[src/rtl/mem_port_arbiter_pkg.sv]
// Shared pipeline types for the unified memory port arbiter.
// Widths here match the default XLEN/ADDR_W of the arbiter.
package mem_port_arbiter_pkg;

    localparam int MA_XLEN   = 32;
    localparam int MA_ADDR_W = 32;

    typedef enum logic {
        ARB,
        WAIT
    } mem_arb_state_e;

    typedef enum logic {
        OWN_I,
        OWN_D
    } mem_arb_owner_e;

    typedef struct packed {
        logic                   we;
        logic [MA_ADDR_W-1:0]   addr;
        logic [MA_XLEN-1:0]     wdata;
        logic [MA_XLEN/8-1:0]   wstrb;
    } mem_req_t;

endpackage

[src/rtl/mem_port_arbiter_if.sv]
// Fetch, load/store and backend signals of the shared memory port.
// slave is the arbiter's view, master the pipeline/backend view.
interface mem_port_arbiter_if #(
    parameter int XLEN   = 32,
    parameter int ADDR_W = 32
);
    logic              i_req;
    logic [ADDR_W-1:0] i_addr;
    logic              i_kill;
    logic              i_gnt;
    logic              i_rvalid;
    logic [XLEN-1:0]   i_rdata;

    logic              d_req;
    logic              d_we;
    logic [ADDR_W-1:0] d_addr;
    logic [XLEN-1:0]   d_wdata;
    logic [XLEN/8-1:0] d_wstrb;
    logic              d_gnt;
    logic              d_rvalid;
    logic [XLEN-1:0]   d_rdata;

    logic              mem_req;
    logic              mem_we;
    logic [ADDR_W-1:0] mem_addr;
    logic [XLEN-1:0]   mem_wdata;
    logic [XLEN/8-1:0] mem_wstrb;
    logic              mem_gnt;
    logic              mem_rvalid;
    logic [XLEN-1:0]   mem_rdata;

    modport slave (
        input  i_req, i_addr, i_kill,
        output i_gnt, i_rvalid, i_rdata,
        input  d_req, d_we, d_addr, d_wdata, d_wstrb,
        output d_gnt, d_rvalid, d_rdata,
        output mem_req, mem_we, mem_addr, mem_wdata, mem_wstrb,
        input  mem_gnt, mem_rvalid, mem_rdata
    );

    modport master (
        output i_req, i_addr, i_kill,
        input  i_gnt, i_rvalid, i_rdata,
        output d_req, d_we, d_addr, d_wdata, d_wstrb,
        input  d_gnt, d_rvalid, d_rdata,
        input  mem_req, mem_we, mem_addr, mem_wdata, mem_wstrb,
        output mem_gnt, mem_rvalid, mem_rdata
    );

endinterface

[src/rtl/mem_port_arbiter_starve_ctr.sv]
// Fetch anti-starvation counter: forces fetch after LIMIT data
// grants taken while fetch was waiting.
module mem_arb_starve_ctr #(
    parameter int LIMIT = 4
) (
    input  logic clk,
    input  logic rst_n,
    input  logic arb,
    input  logic i_req,
    input  logic i_gnt,
    input  logic d_gnt,
    output logic force_i
);

    localparam logic [3:0] LIM = 4'(LIMIT);

    logic [3:0] cnt_q;

    always_ff @(posedge clk or negedge rst_n) begin
        if (!rst_n) begin
            cnt_q <= '0;
        end else if (i_gnt || (arb && !i_req)) begin
            cnt_q <= '0;
        end else if (d_gnt && i_req && cnt_q != LIM) begin
            cnt_q <= cnt_q + 4'd1;
        end
    end

    assign force_i = (cnt_q == LIM);

endmodule

[src/rtl/mem_port_arbiter.sv]
// Single-outstanding arbiter for the unified memory port (fetch vs. data).
// Define MEM_ARB_STARVE_GUARD_EN to enable the fetch anti-starvation guard.
module mem_port_arbiter
    import mem_port_arbiter_pkg::*;
#(
    parameter int XLEN         = MA_XLEN,
    parameter int ADDR_W       = MA_ADDR_W,
    parameter int STARVE_LIMIT = 4
) (
    input  logic               clk,
    input  logic               rst_n,
    mem_port_arbiter_if.slave  bus
);

    if (STARVE_LIMIT < 1 || STARVE_LIMIT > 15) begin : g_bad_limit
        $error("STARVE_LIMIT out of range 1..15");
    end

    mem_arb_state_e state_q, state_d;
    mem_arb_owner_e owner_q, owner_d;
    logic           drop_q, drop_d;

    logic     arb, wt, any, sel_d, force_i;
    logic     i_gnt, d_gnt, i_rv, d_rv;
    mem_req_t sel;

`ifdef MEM_ARB_STARVE_GUARD_EN
    mem_arb_starve_ctr #(
        .LIMIT   (STARVE_LIMIT)
    ) u_starve (
        .clk     (clk),
        .rst_n   (rst_n),
        .arb     (arb),
        .i_req   (bus.i_req),
        .i_gnt   (i_gnt),
        .d_gnt   (d_gnt),
        .force_i (force_i)
    );
`else
    assign force_i = 1'b0;
`endif

    always_ff @(posedge clk or negedge rst_n) begin
        if (!rst_n) begin
            state_q <= ARB;
            owner_q <= OWN_I;
            drop_q  <= 1'b0;
        end else begin
            state_q <= state_d;
            owner_q <= owner_d;
            drop_q  <= drop_d;
        end
    end

    // Outputs are qualified with rst_n so they read 0 during reset.
    always_comb begin
        state_d = state_q;
        owner_d = owner_q;
        drop_d  = drop_q;
        sel     = '0;
        arb     = rst_n && state_q == ARB;
        wt      = rst_n && state_q == WAIT;
        any     = bus.i_req | bus.d_req;
        sel_d   = bus.d_req & ~(force_i & bus.i_req);
        if (arb && any) begin
            if (sel_d) begin
                sel.we    = bus.d_we;
                sel.addr  = bus.d_addr;
                sel.wdata = bus.d_wdata;
                sel.wstrb = bus.d_wstrb;
            end else begin
                sel.addr  = bus.i_addr;
            end
        end
        i_gnt = arb & bus.mem_gnt & bus.i_req & ~sel_d;
        d_gnt = arb & bus.mem_gnt & sel_d;
        i_rv  = wt & bus.mem_rvalid & (owner_q == OWN_I)
              & ~drop_q & ~bus.i_kill;
        d_rv  = wt & bus.mem_rvalid & (owner_q == OWN_D);
        unique case (state_q)
            ARB: begin
                if (i_gnt || d_gnt) begin
                    state_d = WAIT;
                    owner_d = d_gnt ? OWN_D : OWN_I;
                    drop_d  = 1'b0;
                end
            end
            WAIT: begin
                if (bus.mem_rvalid) begin
                    state_d = ARB;
                    drop_d  = 1'b0;
                end else if (bus.i_kill && owner_q == OWN_I) begin
                    drop_d  = 1'b1;
                end
            end
            default: state_d = ARB;
        endcase
    end

    assign bus.mem_req   = arb & any;
    assign bus.mem_we    = sel.we;
    assign bus.mem_addr  = sel.addr;
    assign bus.mem_wdata = sel.wdata;
    assign bus.mem_wstrb = sel.wstrb;
    assign bus.i_gnt     = i_gnt;
    assign bus.d_gnt     = d_gnt;
    assign bus.i_rvalid  = i_rv;
    assign bus.d_rvalid  = d_rv;
    assign bus.i_rdata   = i_rv ? bus.mem_rdata : '0;
    assign bus.d_rdata   = d_rv ? bus.mem_rdata : '0;

endmodule

[src/flat_wrapper.sv]
// flat-port wrapper written by rule: the top's interface ports become plain ports
module mem_port_arbiter_flat import mem_port_arbiter_pkg::*;
#(
    parameter int XLEN         = MA_XLEN,
    parameter int ADDR_W       = MA_ADDR_W,
    parameter int STARVE_LIMIT = 4
)
  (clk, rst_n, bus_i_req, bus_i_addr, bus_i_kill, bus_i_gnt, bus_i_rvalid, bus_i_rdata, bus_d_req, bus_d_we, bus_d_addr, bus_d_wdata, bus_d_wstrb, bus_d_gnt, bus_d_rvalid, bus_d_rdata, bus_mem_req, bus_mem_we, bus_mem_addr, bus_mem_wdata, bus_mem_wstrb, bus_mem_gnt, bus_mem_rvalid, bus_mem_rdata);
  mem_port_arbiter_if #(.XLEN(XLEN), .ADDR_W(ADDR_W)) bus_i ();
  input  logic clk;
  input  logic rst_n;
  input wire logic [$bits(bus_i.i_req)-1:0] bus_i_req;
  input wire logic [$bits(bus_i.i_addr)-1:0] bus_i_addr;
  input wire logic [$bits(bus_i.i_kill)-1:0] bus_i_kill;
  output wire logic [$bits(bus_i.i_gnt)-1:0] bus_i_gnt;
  output wire logic [$bits(bus_i.i_rvalid)-1:0] bus_i_rvalid;
  output wire logic [$bits(bus_i.i_rdata)-1:0] bus_i_rdata;
  input wire logic [$bits(bus_i.d_req)-1:0] bus_d_req;
  input wire logic [$bits(bus_i.d_we)-1:0] bus_d_we;
  input wire logic [$bits(bus_i.d_addr)-1:0] bus_d_addr;
  input wire logic [$bits(bus_i.d_wdata)-1:0] bus_d_wdata;
  input wire logic [$bits(bus_i.d_wstrb)-1:0] bus_d_wstrb;
  output wire logic [$bits(bus_i.d_gnt)-1:0] bus_d_gnt;
  output wire logic [$bits(bus_i.d_rvalid)-1:0] bus_d_rvalid;
  output wire logic [$bits(bus_i.d_rdata)-1:0] bus_d_rdata;
  output wire logic [$bits(bus_i.mem_req)-1:0] bus_mem_req;
  output wire logic [$bits(bus_i.mem_we)-1:0] bus_mem_we;
  output wire logic [$bits(bus_i.mem_addr)-1:0] bus_mem_addr;
  output wire logic [$bits(bus_i.mem_wdata)-1:0] bus_mem_wdata;
  output wire logic [$bits(bus_i.mem_wstrb)-1:0] bus_mem_wstrb;
  input wire logic [$bits(bus_i.mem_gnt)-1:0] bus_mem_gnt;
  input wire logic [$bits(bus_i.mem_rvalid)-1:0] bus_mem_rvalid;
  input wire logic [$bits(bus_i.mem_rdata)-1:0] bus_mem_rdata;
  assign bus_i.i_req = bus_i_req;
  assign bus_i.i_addr = bus_i_addr;
  assign bus_i.i_kill = bus_i_kill;
  assign bus_i_gnt = bus_i.i_gnt;
  assign bus_i_rvalid = bus_i.i_rvalid;
  assign bus_i_rdata = bus_i.i_rdata;
  assign bus_i.d_req = bus_d_req;
  assign bus_i.d_we = bus_d_we;
  assign bus_i.d_addr = bus_d_addr;
  assign bus_i.d_wdata = bus_d_wdata;
  assign bus_i.d_wstrb = bus_d_wstrb;
  assign bus_d_gnt = bus_i.d_gnt;
  assign bus_d_rvalid = bus_i.d_rvalid;
  assign bus_d_rdata = bus_i.d_rdata;
  assign bus_mem_req = bus_i.mem_req;
  assign bus_mem_we = bus_i.mem_we;
  assign bus_mem_addr = bus_i.mem_addr;
  assign bus_mem_wdata = bus_i.mem_wdata;
  assign bus_mem_wstrb = bus_i.mem_wstrb;
  assign bus_i.mem_gnt = bus_mem_gnt;
  assign bus_i.mem_rvalid = bus_mem_rvalid;
  assign bus_i.mem_rdata = bus_mem_rdata;
  mem_port_arbiter #(.XLEN(XLEN), .ADDR_W(ADDR_W), .STARVE_LIMIT(STARVE_LIMIT)) u_core (.clk(clk), .rst_n(rst_n), .bus(bus_i));
endmodule
[config.mk]
export PLATFORM = sky130hd
export DESIGN_NAME = mem_port_arbiter_flat
export DESIGN_NICKNAME = d
export VERILOG_FILES = /design/src/rtl/mem_port_arbiter_pkg.sv /design/src/rtl/mem_port_arbiter_if.sv /design/src/rtl/mem_port_arbiter_starve_ctr.sv /design/src/rtl/mem_port_arbiter.sv /design/src/flat_wrapper.sv
export SDC_FILE = /design/constraint.sdc
export NUM_CORES = 1
export LEC_CHECK = 0
export CORE_AREA = 3 3 106 108
export DETAILED_ROUTE_END_ITERATION = 6
export DIE_AREA = 0 0 109 111
export SLEW_MARGIN = 30
export SYNTH_ARGS = -nofsm -noshare
export SYNTH_HDL_FRONTEND = slang
export SYNTH_SLANG_ARGS = --single-unit
export TNS_END_PERCENT = 50
[constraint.sdc]
create_clock -name clk -period 1.7 [get_ports clk]
set_input_delay 0.425 -clock clk [delete_from_list [all_inputs] [get_ports clk]]
set_output_delay 0.425 -clock clk [all_outputs]
set_load 0.01 [all_outputs]
==> impl_metrics.json, run 1 <==
{
  "pwr-share-seq_pct": 7.4,
  "grt.overflow.total": 0,
  "cts_tree": "yes",
  "status": "finished with violations",
  "clock.fmax_mhz": 497,
  "yosysTopAreaCell": "and2_1",
  "setup_slack_ns": -0.313,
  "layout.cells.non_filler": 643,
  "critPathArrivalTime_ns": 1.59,
  "p_clk_share_pct": 16.4,
  "crit_type": "register to primary output",
  "synth_nets": 344,
  "cap_viol_max_count": 0,
  "ant_nets": 0,
  "fp.dieW_um": 109,
  "cts.sinks": 3,
  "layout-drive-gt1-share_pct": 49.9,
  "syn_area_um2": 1380,
  "switching_share_pct": 33.3,
  "hold_buffers": 0,
  "drc": 0,
  "cts_root_buf": "clkbuf_8",
  "n_antenna_cell": 0,
  "fp.dieArea_um2": 12100,
  "p_sw_mw": 0.425,
  "rsz0062_at_grt": "yes",
  "preCtsSetupSlack_ns": -0.955,
  "syn_area_per_cell_um2": 6.77,
  "tns_ns": -22.33,
  "finalMaxSlewViolations": 0,
  "pwr-share-comb_pct": 76.2,
  "ios": 278,
  "grt_max_degree": 33,
  "wire_per_inst_um": 15.3,
  "wirelength_um": 9820,
  "grt_pass1_vias": 2562,
  "yosys_warnings": 0,
  "worstPathRequired_ns": 1.27,
  "synth.area.top_cells": "and2_1 (45%), mux2i_1 (23%), nor2_1 (9.8%)",
  "setup_violations": 138,
  "critPathMaxFanout": 3,
  "clk_latency_ns": 0.22,
  "fin_crit_sh_pct": 118,
  "fp-row-count": 37,
  "dieHeight_um": 111,
  "drt_iter0_drc": 65,
  "final_nets": 648,
  "ys_types": 20,
  "port_buffers": 277,
  "grt_pass1_wl_um": 13400,
  "whs_ns": 0.176,
  "setup.worst_path.start_class": "register",
  "violations": "setup timing",
  "internal-power_mw": 0.851,
  "initial_core_util_pct": 13.4,
  "dp_cells": 614,
  "vias": 2553,
  "tritoncts.num_buffers": 3,
  "leakage_nw": 2.28,
  "synth-seq-cells": 3,
  "htreeDepth": 1,
  "clockBufferDepth": 2,
  "synthDominantCellAreaShare_pct": 44.9,
  "path_clk_slew_ns": 0.03,
  "fp.coreArea_um2": 10300,
  "synth_seq_area_share_pct": 5.44,
  "via_per_inst": 3.97,
  "syn_inst": 204,
  "dr.pass1.iters": 4,
  "syn_to_final_growth_pct": 231,
  "p_per_area_nw_per_um2": 279,
  "fin_util_pct": 44.3,
  "tightestPinTransition_ns": 0.333,
  "globalplace.congestion": 0.849,
  "layout_min_cycle_time_ns": 2.01,
  "hpwl_um": 7420,
  "worst_clock_skew_ns": 0.00112,
  "max-vdd-ir-drop_mv": 0.118,
  "antenna_found_initial": 0,
  "slew_headroom_pct": 77.2,
  "endpoint_kind": "primary output",
  "hp-class": "primary input to async pin",
  "grtUsageTotal_pct": 14.0,
  "hold_viol_final": 0
}
==> final timing paths <==
kind / endpoint / from / cells past startpoint / slack, ns
min reg2reg: u_core.drop_q / u_core.state_q / 2 / 0.65
min in group clk: u_core.state_q / bus_mem_rvalid / 3 / 0.56
min: u_core.owner_q / rst_n / 2 / 0.18
max reg2reg: u_core.drop_q / u_core.state_q / 5 / 0.38
max: bus_i_rdata[5] / u_core.owner_q / 7 / -0.31
max in group asynchronous: u_core.state_q / rst_n / 2 / 1.41
==> worst max-delay path, cell delays in order (launching register included) <==
cell       delay, ns
dfrtp_1         0.39
nor4_4          0.29
buf_4           0.17
clkbuf_16       0.12
buf_6           0.09
buf_6           0.08
and2_4          0.12
buf_6           0.09
==> sequential cells by signal, indices dropped and copies added, names as in the netlist <==
name,count
u_core.state_q,1
u_core.owner_q,1
u_core.drop_q,1
==> repair_timing <==
action	in CTS	in global routing
buffers inserted	15	10
pin swaps	16	42
resized for setup	486	239
endpoints found under the setup margin	138	138
gates cloned	8	1
==> layout make-up <==
type                       instances  area [um^2]
tap                              136          170
timing repair buffer             316         2860
fill                            1039         5750
inverter                           3         13.8
sequential                         3         76.3
clock buffer                       4         45.0
multi-input combinational        181         1400
==> cells by family after synthesis <==
logic type             Yosys count  synth area share, %
buffers and inverters           20                 8.16
and+or+nand+nor                145                 61.4
AOI/OAI and AO/OA                4                 1.81
DFF                              3                 5.44
muxes                           32                 23.2
==> stage by stage <==
step,instance area (um^2),total power [mW]
global route,4570,1.36
detailed placement,4380,0.994
global placement,4380,0.990
finish,4570,1.28
CTS,4350,1.23
floorplan,1380,0.360
==> power groups by stage <==
stage	Clock, mW	Combinational [mW]	Sequential, mW
final	0.209	0.972	0.0950
after global routing	0.222	1.04	0.0965
after CTS	0.214	0.917	0.0957
after detailed placement	0	0.899	0.0952
after global placement	0	0.896	0.0939
after floorplan	0	0.266	0.0939
==> cells in the mapped netlist, drive strengths merged <==
library cell and count:
and2 102, nor2 37, mux2i 32, buf 12, clkbuf 5, dfrtp 3
inv 3, a21oi 2, nand3b 2, a2111oi 1, and3b 1, nand3 1
nor3b 1, nor4 1, o22ai 1
==> placed cells by master (no fill, tap or decap) <==
cell,Yosys,routed
clkdlybuf4s50_1,0,134
buf_2,8,92
and2_1,99,66
buf_6,3,55
and2_4,0,36
mux2i_1,32,32
buf_4,1,19
nor2_2,1,16
nor2_1,36,11
nor2_4,0,10
buf_12,0,7
buf_8,0,4
clkbuf_8,0,3
nand3b_1,2,2
inv_2,0,2
a21oi_1,2,2
clkbuf_16,0,2
dfrtp_1,3,2
inv_4,0,1
and3b_2,1,1
nand3_4,0,1
nor4_4,1,1
nor3b_2,0,1
o22ai_1,1,1
a2111oi_0,1,1
clkbuf_1,4,1
buf_16,0,1
clkdlybuf4s15_1,0,1
dlygate4sd2_1,0,1
dfrtp_2,0,1
==> metal layers <==
metal	part of all wire, %	vias up	global-route usage (%)
li1	-	1252	-
met1	33	1129	12.9
met2	55	164	29.2
met3	11	8	3.67
met4	0.82	0	2.69
met5	0	-	0
Note: power is estimated with default switching activity, not from simulation.
==> inputs of run 2 (changes only) <==
--- a/config.mk
+++ b/config.mk
@@ -8,6 +8,7 @@
 export CORE_AREA = 3 3 106 108
 export DETAILED_ROUTE_END_ITERATION = 6
 export DIE_AREA = 0 0 109 111
+export SKIP_CTS_REPAIR_TIMING = 1
 export SLEW_MARGIN = 30
 export SYNTH_ARGS = -nofsm -noshare
 export SYNTH_HDL_FRONTEND = slang
==> run 2 against run 1 <==
Against the previous run: the flow still finishes with violations (setup timing); largest power group unchanged; routed wire length fell by 3.6%; via count fell by 1.7%; worst hold slack improved by 0.0028 ns; setup slack got worse by 0.062 ns; global-route usage fell by 1.7 points; first-iteration DRC count fell by 37%; critical path type unchanged; cell count rose by 0.16%; core utilization fell by 1.8 points.
==> impl_metrics.json, run 2 (synthesis results as in run 1) <==
{
  "tritoncts.num_buffers": 3,
  "reg_top3": "u_core.drop_q x1, u_core.owner_q x1, u_core.state_q x1",
  "p_clk_share_pct": 16.8,
  "slew_headroom_pct": 74.8,
  "final_cell_mix": "clkdlybuf4s50_1 (134), buf_2 (96), and2_1 (78), buf_6 (35), mux2i_1 (32)",
  "tightestPinTransition_ns": 0.378,
  "cpMostUsedCell": "buf_6",
  "preCtsSetupSlack_ns": -0.955,
  "rr_worst_depth": 6,
  "grt_pass1_wl_um": 11900,
  "antenna_found_initial": 0,
  "clock.fmax_mhz": 482,
  "setup_violations": 131,
  "hp-class": "primary input to async pin",
  "via_per_inst": 3.90,
  "ant_nets": 0,
  "layout.cells.non_filler": 644,
  "endpoint_kind": "primary output",
  "fp-row-count": 37,
  "setup_slack_ns": -0.374,
  "timing.rr.start": "u_core.state_q",
  "layout-drive-gt1-share_pct": 47.0,
  "status": "finished with violations",
  "cap_viol_max_count": 0,
  "path_clk_slew_ns": 0.03,
  "grt_max_degree": 34,
  "syn_to_final_growth_pct": 218,
  "fp.dieArea_um2": 12100,
  "vias": 2510,
  "grtUsageTotal_pct": 12.3,
  "hold_viol_final": 0,
  "initial_core_util_pct": 13.4,
  "clockBufferDepth": 2,
  "final_common_cell": "clkdlybuf4s50_1",
  "pwr-share-comb_pct": 75.8,
  "cts_tree": "yes",
  "final_nets": 649,
  "fp.dieW_um": 109,
  "setup.worst_path.start_class": "register",
  "grt.overflow.total": 0,
  "hpwl_um": 7420,
  "globalplace.congestion": 0.849,
  "grt_pass1_vias": 2376,
  "n_antenna_cell": 0,
  "layout_min_cycle_time_ns": 2.07,
  "max_stage_delay_ns": 0.39,
  "wire_per_inst_um": 14.7,
  "nFillCells": 1060,
  "leakage_nw": 2.27,
  "dp_cells": 614,
  "switching_share_pct": 32.8,
  "p_per_area_nw_per_um2": 285,
  "rsz0062_at_grt": "yes",
  "p_sw_mw": 0.410,
  "rrSetupSlack_ns": 0.35,
  "drt_iter0_drc": 41,
  "dr.pass1.iters": 4,
  "fin_util_pct": 42.5,
  "fp.coreArea_um2": 10300,
  "pwr-share-seq_pct": 7.4,
  "worstPathRequired_ns": 1.27,
  "fin_crit_sh_pct": 122,
  "port_buffers": 277,
  "drc": 0,
  "violations": "setup timing",
  "ios": 278,
  "clk_latency_ns": 0.22,
  "cts_root_buf": "clkbuf_8",
  "path_cells": "nand3_4, nor4_4, buf_4, buf_6, clkbuf_16, and2_4, buf_6",
  "wirelength_um": 9460,
  "crit_type": "register to primary output",
  "worst_clock_skew_ns": 0.00228,
  "critPathMaxFanout": 8,
  "dieHeight_um": 111,
  "r2r-end": "u_core.owner_q",
  "max-vdd-ir-drop_mv": 0.120,
  "critPathArrivalTime_ns": 1.65,
  "finalMaxSlewViolations": 0,
  "htreeDepth": 1,
  "slowest_stage": "dfrtp_2",
  "finalPower_mw": 1.25,
  "cts.sinks": 3,
  "internal-power_mw": 0.840
}
## run 2: layout make-up
type                    instances  area [um^2]  area share [%]
clock buffers                   4         45.0            1.03
inverters                       3         13.8           0.314
multi-input cells             181         1330            30.3
flip-flops and latches          3         76.3            1.74
well taps                     136          170            3.88
repair buffers                317         2750            62.8
## run 2: per-stage QoR
stage                     area, um^2  hold slack, ns  TNS, ns
after floorplan                 1380           0.129        0
after global placement          4380           0.569  -113.85
after detailed placement        4380           0.613  -118.90
after CTS                       4430           0.589  -119.13
after global routing            4390           0.189   -42.64
final                           4390           0.178   -33.37
## run 2: critical path: cells and delay by family, from the launching register on
kind,cells,cell delay (ns)
flip-flops,1,0.39
buffers and inverters,4,0.52
AND/OR/NAND/NOR,3,0.52
## run 2: power groups by stage
stage               Clock, mW  Combinational, mW  Sequential, mW
floorplan                   0              0.266          0.0939
detailed placement          0              0.899          0.0952
global route            0.222               1.01          0.0936
finish                  0.210              0.947          0.0926
CTS                     0.214              0.904          0.0946
global placement            0              0.896          0.0939
## run 2: how the worst max path moves through the flow
stage	startpoint	endpoint	slack (ns)	depth (start not counted)
after global placement	rst_n	bus_mem_addr[6]	-0.90	6
final	u_core.state_q	bus_i_rdata[30]	-0.37	7
after global routing	u_core.state_q	bus_i_rdata[30]	-0.43	7
after CTS	rst_n	bus_i_rdata[30]	-0.95	6
after detailed placement	rst_n	bus_i_rdata[30]	-0.96	6
after floorplan	bus_d_req	bus_mem_wdata[22]	0.02	5
## run 2: metal layers
metal | wire length (um) | vias to the layer above | GRT usage (%)
met5 | 0 | - | 0
li1 | - | 1255 | -
met1 | 3220 | 1087 | 12.2
met2 | 5060 | 162 | 24.0
met3 | 1130 | 6 | 3.90
met4 | 57 | 0 | 2.69
